[src/rtl/pointcloud_pkg.sv]
// Shared point-cloud definitions: one-hot lane encodings used by both the 3:1 lane mux
// and the triplet deinterleaver, plus the default lane byte width.
package pointcloud_pkg;

  localparam int DEFAULT_DATA_W = 8;

  typedef enum logic [2:0] {
    LANE_N = 3'b001,
    LANE_K = 3'b010,
    LANE_M = 3'b100
  } lane_sel_t;

endpackage : pointcloud_pkg

[src/rtl/pointcloud_lane_fsm.sv]
// One-hot lane tracker for the deinterleaver: steps N->K->M->N on each advance, jumps to K on
// a start-of-frame resync, and returns any non one-hot state to N on the next clock.
module pointcloud_lane_fsm
  import pointcloud_pkg::*;
(
  input  logic      clk,
  input  logic      rst,
  input  logic      i_adv,
  input  logic      i_resync,
  output lane_sel_t o_lane_sel
);

  lane_sel_t r_state;
  lane_sel_t w_next;

  // NOTE: state registers use non-blocking assignment so every flop samples pre-edge values.
  always_ff @(posedge clk) begin
    if (rst) r_state <= LANE_N;
    else     r_state <= w_next;
  end

  // NOTE: w_next gets a default before the case, so no path leaves it unassigned (no latch).
  always_comb begin
    w_next = r_state;
    case (r_state)
      LANE_N:  if (i_adv) w_next = LANE_K;
      LANE_K:  if (i_adv) w_next = LANE_M;
      LANE_M:  if (i_adv) w_next = LANE_N;
      default: w_next = LANE_N;
    endcase
    // A resync byte is always stored as N, so the next byte belongs to K.
    if (i_resync) w_next = LANE_K;
  end

  assign o_lane_sel = r_state;

endmodule : pointcloud_lane_fsm

[src/rtl/pointcloud_triplet_deinterleaver.sv]
// Serial N,K,M byte stream to parallel {N,K,M} triplets with valid/ready on both sides.
// Define DEINT_SYNC_EN to add the in_sof resync input and the sync_err pulse output.
module pointcloud_triplet_deinterleaver
  import pointcloud_pkg::*;
#(
  parameter int DATA_W = DEFAULT_DATA_W,
  parameter int CNT_W  = 16
) (
  input  logic              clk,
  input  logic              rst,
  input  logic [DATA_W-1:0] in_data,
  input  logic              in_valid,
  output logic              in_ready,
  output logic [DATA_W-1:0] out_n,
  output logic [DATA_W-1:0] out_k,
  output logic [DATA_W-1:0] out_m,
  output logic              out_valid,
  input  logic              out_ready,
  output logic [2:0]        lane_sel,
  output logic [CNT_W-1:0]  trip_cnt
`ifdef DEINT_SYNC_EN
  ,
  input  logic              in_sof,
  output logic              sync_err
`endif
);

  lane_sel_t         w_lane;
  logic              w_accept;
  logic              w_sof;
  logic              w_store_n;
  logic              w_store_k;
  logic              w_load;
  logic              w_handoff;

  logic [DATA_W-1:0] r_stg_n;
  logic [DATA_W-1:0] r_stg_k;
  logic [DATA_W-1:0] r_out_n;
  logic [DATA_W-1:0] r_out_k;
  logic [DATA_W-1:0] r_out_m;
  logic              r_out_valid;
  logic [CNT_W-1:0]  r_trip_cnt;

  // Staging for N and K is always free; only the M byte needs the output register.
  assign in_ready  = (w_lane == LANE_M) ? (!r_out_valid || out_ready) : 1'b1;
  assign w_accept  = in_valid && in_ready;
  assign w_handoff = r_out_valid && out_ready;

`ifdef DEINT_SYNC_EN
  assign w_sof = w_accept && in_sof;
`else
  assign w_sof = 1'b0;
`endif

  assign w_store_n = w_accept && ((w_lane == LANE_N) || w_sof);
  assign w_store_k = w_accept && (w_lane == LANE_K) && !w_sof;
  assign w_load    = w_accept && (w_lane == LANE_M) && !w_sof;

  pointcloud_lane_fsm u_lane_fsm (
    .clk        (clk),
    .rst        (rst),
    .i_adv      (w_accept && !w_sof),
    .i_resync   (w_sof),
    .o_lane_sel (w_lane)
  );

  always_ff @(posedge clk) begin
    if (rst) begin
      r_stg_n     <= '0;
      r_stg_k     <= '0;
      r_out_n     <= '0;
      r_out_k     <= '0;
      r_out_m     <= '0;
      r_out_valid <= 1'b0;
      r_trip_cnt  <= '0;
    end else begin
      if (w_store_n) r_stg_n <= in_data;
      if (w_store_k) r_stg_k <= in_data;
      else if (w_sof) r_stg_k <= '0;
      if (w_load) begin
        r_out_n     <= r_stg_n;
        r_out_k     <= r_stg_k;
        r_out_m     <= in_data;
        r_out_valid <= 1'b1;
      end else if (w_handoff) begin
        r_out_valid <= 1'b0;
      end
      if (w_handoff) r_trip_cnt <= r_trip_cnt + CNT_W'(1);
    end
  end

`ifdef DEINT_SYNC_EN
  logic r_sync_err;

  always_ff @(posedge clk) begin
    if (rst) r_sync_err <= 1'b0;
    else     r_sync_err <= w_sof && (w_lane != LANE_N);
  end

  assign sync_err = r_sync_err;
`endif

  assign out_n     = r_out_n;
  assign out_k     = r_out_k;
  assign out_m     = r_out_m;
  assign out_valid = r_out_valid;
  assign lane_sel  = w_lane;
  assign trip_cnt  = r_trip_cnt;

endmodule : pointcloud_triplet_deinterleaver

[config.mk]
export PLATFORM = sky130hd
export DESIGN_NAME = pointcloud_triplet_deinterleaver
export DESIGN_NICKNAME = d
export VERILOG_FILES = /design/src/rtl/pointcloud_pkg.sv /design/src/rtl/pointcloud_lane_fsm.sv /design/src/rtl/pointcloud_triplet_deinterleaver.sv
export SDC_FILE = /design/constraint.sdc
export NUM_CORES = 1
export LEC_CHECK = 0
export CAP_MARGIN = 30
export CORE_ASPECT_RATIO = 0.5
export CORE_MARGIN = 1
export CORE_UTILIZATION = 30
export CTS_CLUSTER_DIAMETER = 100
export DETAILED_ROUTE_END_ITERATION = 7
export DONT_BUFFER_PORTS = 1
export PLACE_DENSITY_LB_ADDON = 0.12
export SETUP_SLACK_MARGIN = 0.3
export SLEW_MARGIN = 25
export SYNTH_ARGS = -nofsm -noshare
export SYNTH_HDL_FRONTEND = slang
export SYNTH_HIERARCHICAL = 1
export SYNTH_SLANG_ARGS = --single-unit
[constraint.sdc]
create_clock -name clk -period 2 [get_ports clk]
set_input_delay 0.3 -clock clk [delete_from_list [all_inputs] [get_ports clk]]
set_output_delay 0.3 -clock clk [all_outputs]
set_load 0.1 [all_outputs]
### After elaboration in Yosys (flattened, before gate mapping)

Index checks and enable logic that the tools add are counted.

* input port bits: 12
* flip-flop bits (word level): 60
* bits in latches: 0
* output and inout bits: 45
* bits in writable memories: 0
* memories kept: 0
* word-level logic and storage cells: 31
* memory bits (read-only): 0

* reduce and logical (&&, ||, !) cells: 9
* $lt $le $gt $ge: 0
* shifts and indexed selects: 0
* $add $sub $neg: 1
* equality and inequality tests: 6
* multiplexer cells: 7
* multipliers: 0
* bitwise logic cells: 0
* div/mod/pow operators: 0

Operators by type and width (number)
* $add A16 B1 Y16 const B: 1
* $mux W3: 3
* $pmux W3 S3: 1
* $ne A2 B2 Y1 const B: 3
* $logic_and A1 B1 Y1: 5
* $eq A3 B1 Y1 const B: 1
* $eq A3 B2 Y1 const B: 1
* $eq A3 B3 Y1 const B: 1
* $mux W1: 3
* $reduce_and A3 Y1: 1
* $reduce_bool A2 Y1: 1
* $logic_not A1 Y1: 1
* $logic_or A1 B1 Y1: 1

### Logic depth before layout (Yosys ltp)

Gate-level depths: netlist of the first run.

* depth in word-level cells: 6
* gate-level depth with buffers: 6
* gate-level depth less buffers: 5

### Modules after synthesis

The synthesis of the first run kept the hierarchy.

Modules (own cells, without submodules)
* pointcloud_triplet_deinterleaver: seq. area each 1141.1 um2, times used 1, area an instance 2193.4 um2, cells an instance 252
* pointcloud_lane_fsm: seq. area each 60.1 um2, times used 1, area an instance 151.4 um2, cells an instance 13

### Worst setup path after synthesis of the first run

Ideal clock, no wire load.

* kind: register -> register
* start point: reg r_out_valid (netlist: out_valid)
* end point: reg u_lane_fsm.r_state[0] (netlist: u_lane_fsm/o_lane_sel[0])
* required time: 1.884 ns
* path slack: -1.586 ns
* period minus slack after synthesis: 3.586 ns
* stages on the path, launching flop included: 5
* arrival: 3.470 ns
* buffers on the path: 0
* library setup time: 0.116 ns
* path through: dfxtp_1 nand4b_1 and2_1 or4b_1 a41o_1

* cells in the longest elaborated chain, start to end: 6
* elaborated cells on any way between the ends: 8
* those cells by class: eq/ne (3); mux (1); reduce/logical (4)

RTL lines
* start, declared: line pointcloud_triplet_deinterleaver.sv:41 `logic r_out_valid;`
* start signal, assigned: line pointcloud_triplet_deinterleaver.sv:74 `r_out_valid <= 1'b0;`
* start signal, assigned: line pointcloud_triplet_deinterleaver.sv:84 `r_out_valid <= 1'b1;`
* start signal, assigned: line pointcloud_triplet_deinterleaver.sv:86 `r_out_valid <= 1'b0;`
* $logic_not A1 Y1 *: line pointcloud_triplet_deinterleaver.sv:45 `assign in_ready = (w_lane == LANE_M) ? (!r_out_valid || out_ready) : 1'b1;`
* $logic_or A1 B1 Y1 *: line pointcloud_triplet_deinterleaver.sv:45
* $mux W1 *: line pointcloud_triplet_deinterleaver.sv:45
* via in_ready: line pointcloud_triplet_deinterleaver.sv:13 `output logic in_ready,`
* $logic_and A1 B1 Y1 *: line pointcloud_triplet_deinterleaver.sv:46 `assign w_accept = in_valid && in_ready;`
* via w_accept: line pointcloud_triplet_deinterleaver.sv:29 `logic w_accept;`
* $ne A2 B2 Y1 (no line)
* $reduce_and A3 Y1 (no line) *
* end signal, assigned: line pointcloud_lane_fsm.sv:19 `else r_state <= w_next;`
* end, declared: line pointcloud_lane_fsm.sv:13 `lane_sel_t r_state;`

The timed path passes the listed nets; every way through them passes the cells marked *.
A chain may end at the register's enable or synchronous reset.

### Final worst setup path of the first run

* start point: reg u_lane_fsm.r_state[0] (netlist: u_lane_fsm/o_lane_sel[0])
* end point: reg r_stg_n[6]

* cells in the longest elaborated chain, start to end: 4
* elaborated cells on any way between the ends: 5
* those cells by class: eq/ne (2); mux (1); reduce/logical (2)

RTL lines
* $eq A3 B3 Y1: line pointcloud_triplet_deinterleaver.sv:45
* $mux W1: line pointcloud_triplet_deinterleaver.sv:45
* $logic_and A1 B1 Y1: line pointcloud_triplet_deinterleaver.sv:46
* $logic_and A1 B1 Y1 *: line pointcloud_triplet_deinterleaver.sv:55 `assign w_store_n = w_accept && ((w_lane == LANE_N) || w_sof);`
* end signal, assigned: line pointcloud_triplet_deinterleaver.sv:77 `if (w_store_n) r_stg_n <= in_data;`
* end, declared: line pointcloud_triplet_deinterleaver.sv:36 `logic [DATA_W-1:0] r_stg_n;`

Every way passes the cells marked *; elsewhere a longest branch is shown, timed or not.

==> results of run 1 <==
==> what timing repair did <==
item                       4_1_cts  5_1_grt
resized for setup                0        3
hold endpoints to repair         0        0
setup endpoints to repair        0       26
==> synthesized netlist by cell type (3+ instances only) <==
cell      number  area [um2]
dfxtp_1       60        1200
nand2_1       56         210
nor2_1        31         116
a21oi_1       28         140
mux2i_1       16         160
nand3_1        7        35.0
xnor2_1        7        61.3
buf_2          6        30.0
clkbuf_1       5        18.8
nor3_1         5        25.0
nand4_1        4        25.0
xor2_1         4        35.0
nor4_1         3        18.8
==> worst paths after layout <==
kind / start / end / slack, ns / depth (start not counted)
hold / removal: rst / u_lane_fsm/o_lane_sel[2]$_SDFFE_PP0P_ / 0.04 / 1
setup / recovery: u_lane_fsm/o_lane_sel[0]$_SDFFE_PP1P_ / r_stg_n[6]$_SDFFE_PP0P_ / 0.43 / 5
hold reg to reg: r_stg_k[0]$_SDFFE_PP0P_ / out_k[0]$_SDFFE_PP0P_ / 0.44 / 2
setup reg to reg: u_lane_fsm/o_lane_sel[0]$_SDFFE_PP1P_ / r_stg_n[6]$_SDFFE_PP0P_ / 0.43 / 5
==> final cells by class <==
type	count	area, um2	area share (%)
repair buffers	50	379	12.0
inverters	2	7.51	0.238
flip-flops and latches	60	1260	39.9
multi-input cells	191	1110	35.3
well taps	96	120	3.81
clock buffers	11	264	8.37
clock inverters	2	10.0	0.317
==> flip-flops by register name, summed over array words and instances, names as in the netlist <==
name                   cells
trip_cnt                  16
out_k                      8
out_m                      8
out_n                      8
r_stg_k                    8
r_stg_n                    8
u_lane_fsm/o_lane_sel      3
out_valid                  1
==> metal layers <==
metal	vias to the layer above	global-route usage [%]	part of all wire [%]
li1	1002	-	-
met4	0	7.59	1.6
met2	36	24.5	48
met1	892	16.0	44
met3	8	6.77	6.6
met5	-	0	0
==> cell usage in the layout, fill, tap and decap left out, types with 7 or more instances in the layout <==
master,count
dfxtp_1,42
nand2_1,56
buf_4,49
mux2i_1,16
xnor2_1,7
a21oi_1,28
clkbuf_16,10
dfxtp_4,14
nor2_1,30
nand3_1,7
==> where the power goes <==
| group | internal, mW | switching [mW] |
|---|---|---|
| clock | 0.918 | 0.489 |
| combinational | 0.0373 | 0.0589 |
| sequential | 1.20 | 0.0102 |
==> through the flow <==
step                      instances  hold slack, ns
after global placement          399           0.366
final                           412          0.0384
after floorplan                 266           0.360
after detailed placement        399           0.366
after global routing            412          0.0255
after CTS                       412          0.0234
==> cell families (layout without fill, tap and decap cells) <==
kind of cell	count (synthesis)	count (layout)	synth area share, %
buffers and inverters	15	65	2.72
AND/OR/NAND/NOR	126	126	25.9
adder cells (fa/ha/maj)	1	1	0.534
flip-flops	60	60	51.2
other	1	2	0.160
XOR/XNOR	11	11	4.11
AO/OA/AOI/OAI	34	34	8.06
multiplexers	17	17	7.31
==> reports/metrics.yaml, run 1 <==
global_route:
  grt-ovfl-total: 0
  grt_usage_pct: 14.7
  grt_max_degree: 63
  grt_pass1_vias: 1933
  grt_pass1_wl_um: 9180
  grt_antenna_before_repair: 0
power:
  ir_drop_uv: 349
  fin_total_pwr_mw: 2.71
  power.density_mw_per_mm2: 860
  leakagePower_nw: 1.16
sta:
  min_period_ns: 1.57
  setup_tns_ns: 0
  final-hold-violation-count: 0
  drv_slew: 0
  setup_viol: 0
  finalCritPeriodShare_pct: 78.3
  rsz0062_at_grt: "no"
  finalClockSkew_ns: 0.00449
  fin_ws_ns: 0.433
  max_freq_mhz: 638
synthesis:
  avgSynthCellArea_um2: 8.85
  ys.flop_type: "dfxtp_1"
  synth_seq_area_share_pct: 51.2
  syn_inst: 265
  syn_area_mm2: 0.00234
  synth_edf_count: 0
  yosys_warnings: 6
  yosysUniqueCellTypes: 38
  ys_ff_latch: 60
  synthArstFlopShare_pct: 0
cells_and_area:
  layout-drive-gt1-share_pct: 28.8
  finalInstanceArea_mm2: 0.00315
  final.fill_count: 746
  final_nets: 327
  num_antenna_cells: 0
  utilization_pct: 42.4
  syn_to_final_growth_pct: 34.5
floorplan:
  core_region_area_mm2: 0.00743
  fp.dieH_um: 64.5
  rows: 22
  start_util_pct: 31.5
  io_pins: 57
  dieArea_mm2: 0.00820
  die_w_um: 127
clock_network:
  clock_sinks: 60
  clockBufferDepth: 2
  tritoncts: "built"
  clk-insertion-delay-late_ns: 0.32
  ctsHoldBuffers: 0
  cts_buffers: 9
  clkTransAtPathRegs_ns: 0.05
  htree_levels: 3
  postCtsSetupBuffers: 0
  root_buffer: "clkbuf_16"
worst_setup_path:
  max_stage_delay_ns: 0.35
  critPathLaunchType: "register"
  worstPathRequired_ns: 2.22
  cp_slowest_cell: "dfxtp_4"
  path_cells: "buf_4, nor4bb_2, buf_4, mux2i_1, nor2_1"
  path_buf_inv: 2
  cp_max_fo: 8
  cp-end-kind: "register"
  path_common_cell: "buf_4"
  crit_arrival_ns: 1.78
  path_delay_family: "buffers and inverters"
  worstSetupPathType: "reg -> reg"
route:
  drt-initial-drc-count: 69
  wirelength_um: 5420
  wire_per_inst_um: 13.1
  via_per_inst: 4.70
  postRouteAntennaNets: 0
  drc_errors: 0
  firstDrtPassIters: 4
  vias: 1938
placement:
  gp_congestion: 0.745
  port_buffers: 0
  hpwl_um: 3710
  placed_area_mm2: 0.00287
  place_ws_ns: 0.330
flow_run:
  max-cap-violations: 0
hold_path:
  hp-class: "in -> reg"
status:
  status: "finished clean"
(Power assumes the default switching activity.)
==> run 2: changes to the inputs <==
==> constraint.sdc (replaced) <==
create_clock -name clk -period 1.4 [get_ports clk]
set_input_delay 0.21 -clock clk [delete_from_list [all_inputs] [get_ports clk]]
set_output_delay 0.21 -clock clk [all_outputs]
set_load 0.1 [all_outputs]
==> reports/metrics.yaml, run 2 (synthesis gave the netlist of run 1 again) <==
status:
  status: "finished with violations"
  failed_checks: "negative hold slack, negative setup slack"
power:
  fin_total_pwr_mw: 3.95  # +46%
  ir_drop_uv: 719  # +110%
  leakagePower_nw: 2.12  # +82%
  power.density_mw_per_mm2: 816  # -5.2%
floorplan:
  die_w_um: 127  # unchanged
  dieArea_mm2: 0.00820  # unchanged
  fp.dieH_um: 64.5  # unchanged
  start_util_pct: 31.5  # unchanged
  core_region_area_mm2: 0.00743  # unchanged
  io_pins: 57  # unchanged
  rows: 22  # unchanged
worst_setup_path:
  path_delay_family: "simple AND/OR/NAND/NOR gates"
  path_cells: "nor2_4, nand4b_1, and2_4, or3b_1, a2111oi_2"
  crit_arrival_ns: 1.79  # about the same
  r2r_setup_slack_ns: -0.19  # -0.62 ns
  cp.depth: 5  # unchanged
  cp-end-kind: "register"
  max_stage_delay_ns: 0.37  # +0.02 ns
  critPathLaunchType: "register"
  worstSetupPathType: "reg -> reg"
  reg2regPathDepth: 5  # unchanged
  cp_slowest_cell: "or3b_1"
  cp-startpoint: "u_lane_fsm/o_lane_sel[1]$_SDFFE_PP0P_"
  reg2reg_from: "u_lane_fsm/o_lane_sel[1]$_SDFFE_PP0P_"
  worstPathRequired_ns: 1.60  # -0.62 ns
  cp_max_fo: 5  # -3
  path_buf_inv: 0  # -2
flow_run:
  max-cap-violations: 0  # unchanged
sta:
  rsz0062_at_grt: "yes"
  holdWs_ns: -0.0488  # -0.0872 ns
  setup_viol: 40  # +40
  finalClockSkew_ns: 0.00563  # +0.00114 ns
  setup_tns_ns: -3.69  # -3.69 ns
  final-hold-violation-count: 56  # +56
  min_period_ns: 1.59  # +0.0247 ns
  drv_slew: 0  # unchanged
  fin_ws_ns: -0.192  # -0.625 ns
  finalCritPeriodShare_pct: 114  # +35 points
  max_freq_mhz: 628  # -1.6%
global_route:
  grt_pass1_wl_um: 11100  # +21%
  grt_usage_pct: 18.1  # +3.3 points
  grt-ovfl-total: 0  # unchanged
  grt_antenna_before_repair: 0  # unchanged
  grt_pass1_vias: 2254  # +17%
  grt_max_degree: 63  # unchanged
clock_network:
  htree_levels: 3  # unchanged
  tritoncts: "built"
  cts_buffers: 9  # unchanged
  clkTransAtPathRegs_ns: 0.05  # about the same
  clockBufferDepth: 2  # unchanged
  clk-insertion-delay-late_ns: 0.32  # about the same
  root_buffer: "clkbuf_16"
  clock_sinks: 60  # unchanged
cells_and_area:
  layout_common_cells: "buf_6 (38), buf_12 (36), nand2_1 (29), nor2_1 (29), dfxtp_2 (25)"
  final_common_cell: "buf_6"
  finalInstanceArea_mm2: 0.00484  # +54%
  stdcell_count: 470  # +14%
  num_antenna_cells: 0  # unchanged
  syn_to_final_growth_pct: 107
  largest_register_ffs: 16  # unchanged
  utilization_pct: 65.2  # +23 points
  layout-drive-gt1-share_pct: 65.0  # +36 points
  final_nets: 385  # +18%
route:
  drt-initial-drc-count: 57  # -17%
  firstDrtPassIters: 4  # unchanged
  drc_errors: 0  # unchanged
  wirelength_um: 7250  # +34%
  postRouteAntennaNets: 0  # unchanged
  via_per_inst: 4.88  # +3.7%
  wire_per_inst_um: 15.4  # +17%
  vias: 2292  # +18%
hold_path:
  hp-class: "in -> reg"
  min_from: "rst"
  hold_depth: 1  # unchanged
placement:
  port_buffers: 0  # unchanged
  gp_congestion: 0.726  # -2.6%
  place_inst: 414  # +3.8%
  hpwl_um: 3830  # +3.3%
  place_ws_ns: -0.121  # -0.450 ns
  placed_area_mm2: 0.00309  # +7.6%
-- run 2: cell types whose count changed in the layout (fill, tap and decap cells not counted), moves of 5 or more --
cell	before	now
dfxtp_2	4	25
dfxtp_4	14	19
nor3_1	5	0
buf_4	49	17
buf_12	0	36
buf_8	0	14
a21oi_2	0	24
nand2_4	0	23
buf_6	1	38
nor3_4	0	5
a21oi_1	28	4
nand2_1	56	29
dfxtp_1	42	16
-- run 2: layout make-up --
class                   count  area, um2
repair buffers            108       1570
flip-flops and latches     60       1300
multi-input cells         191       1570
fillers                   562       2590
well taps                  96        120
clock inverters             2       10.0
inverters                   2       7.51
clock buffers              11        264
-- run 2: worst paths after layout --
path	end
worst max-delay path	u_lane_fsm/o_lane_sel[2]$_SDFFE_PP0P_
worst min-delay path	out_k[2]$_SDFFE_PP0P_
worst max register to register	u_lane_fsm/o_lane_sel[2]$_SDFFE_PP0P_
worst min register to register	out_k[7]$_SDFFE_PP0P_
-- run 2: where the power goes --
| group | switching [mW] | internal (mW) | leakage, nW |
|---|---|---|---|
| combinational | 0.105 | 0.103 | 1.47 |
| clock | 0.704 | 1.31 | 0.138 |
| sequential | 0.0254 | 1.70 | 0.512 |
-- run 2: repair_timing --
action                                  4_1_cts  5_1_grt
pin swaps                                    35       29
endpoints found under the setup margin      101      100
gates resized for setup                     209       57
hold endpoints to repair                     58       57
buffers inserted                             30        9
cloned                                        4        0
-- run 2: routing by layer --
| layer | part of all wire (%) | up-vias | track usage [%] |
|---|---|---|---|
| li1 | - | 1124 | - |
| met1 | 41 | 1107 | 19.3 |
| met2 | 52 | 45 | 32.1 |
| met3 | 4.9 | 16 | 7.35 |
| met4 | 2.0 | 0 | 7.59 |
| met5 | 0 | - | 0 |
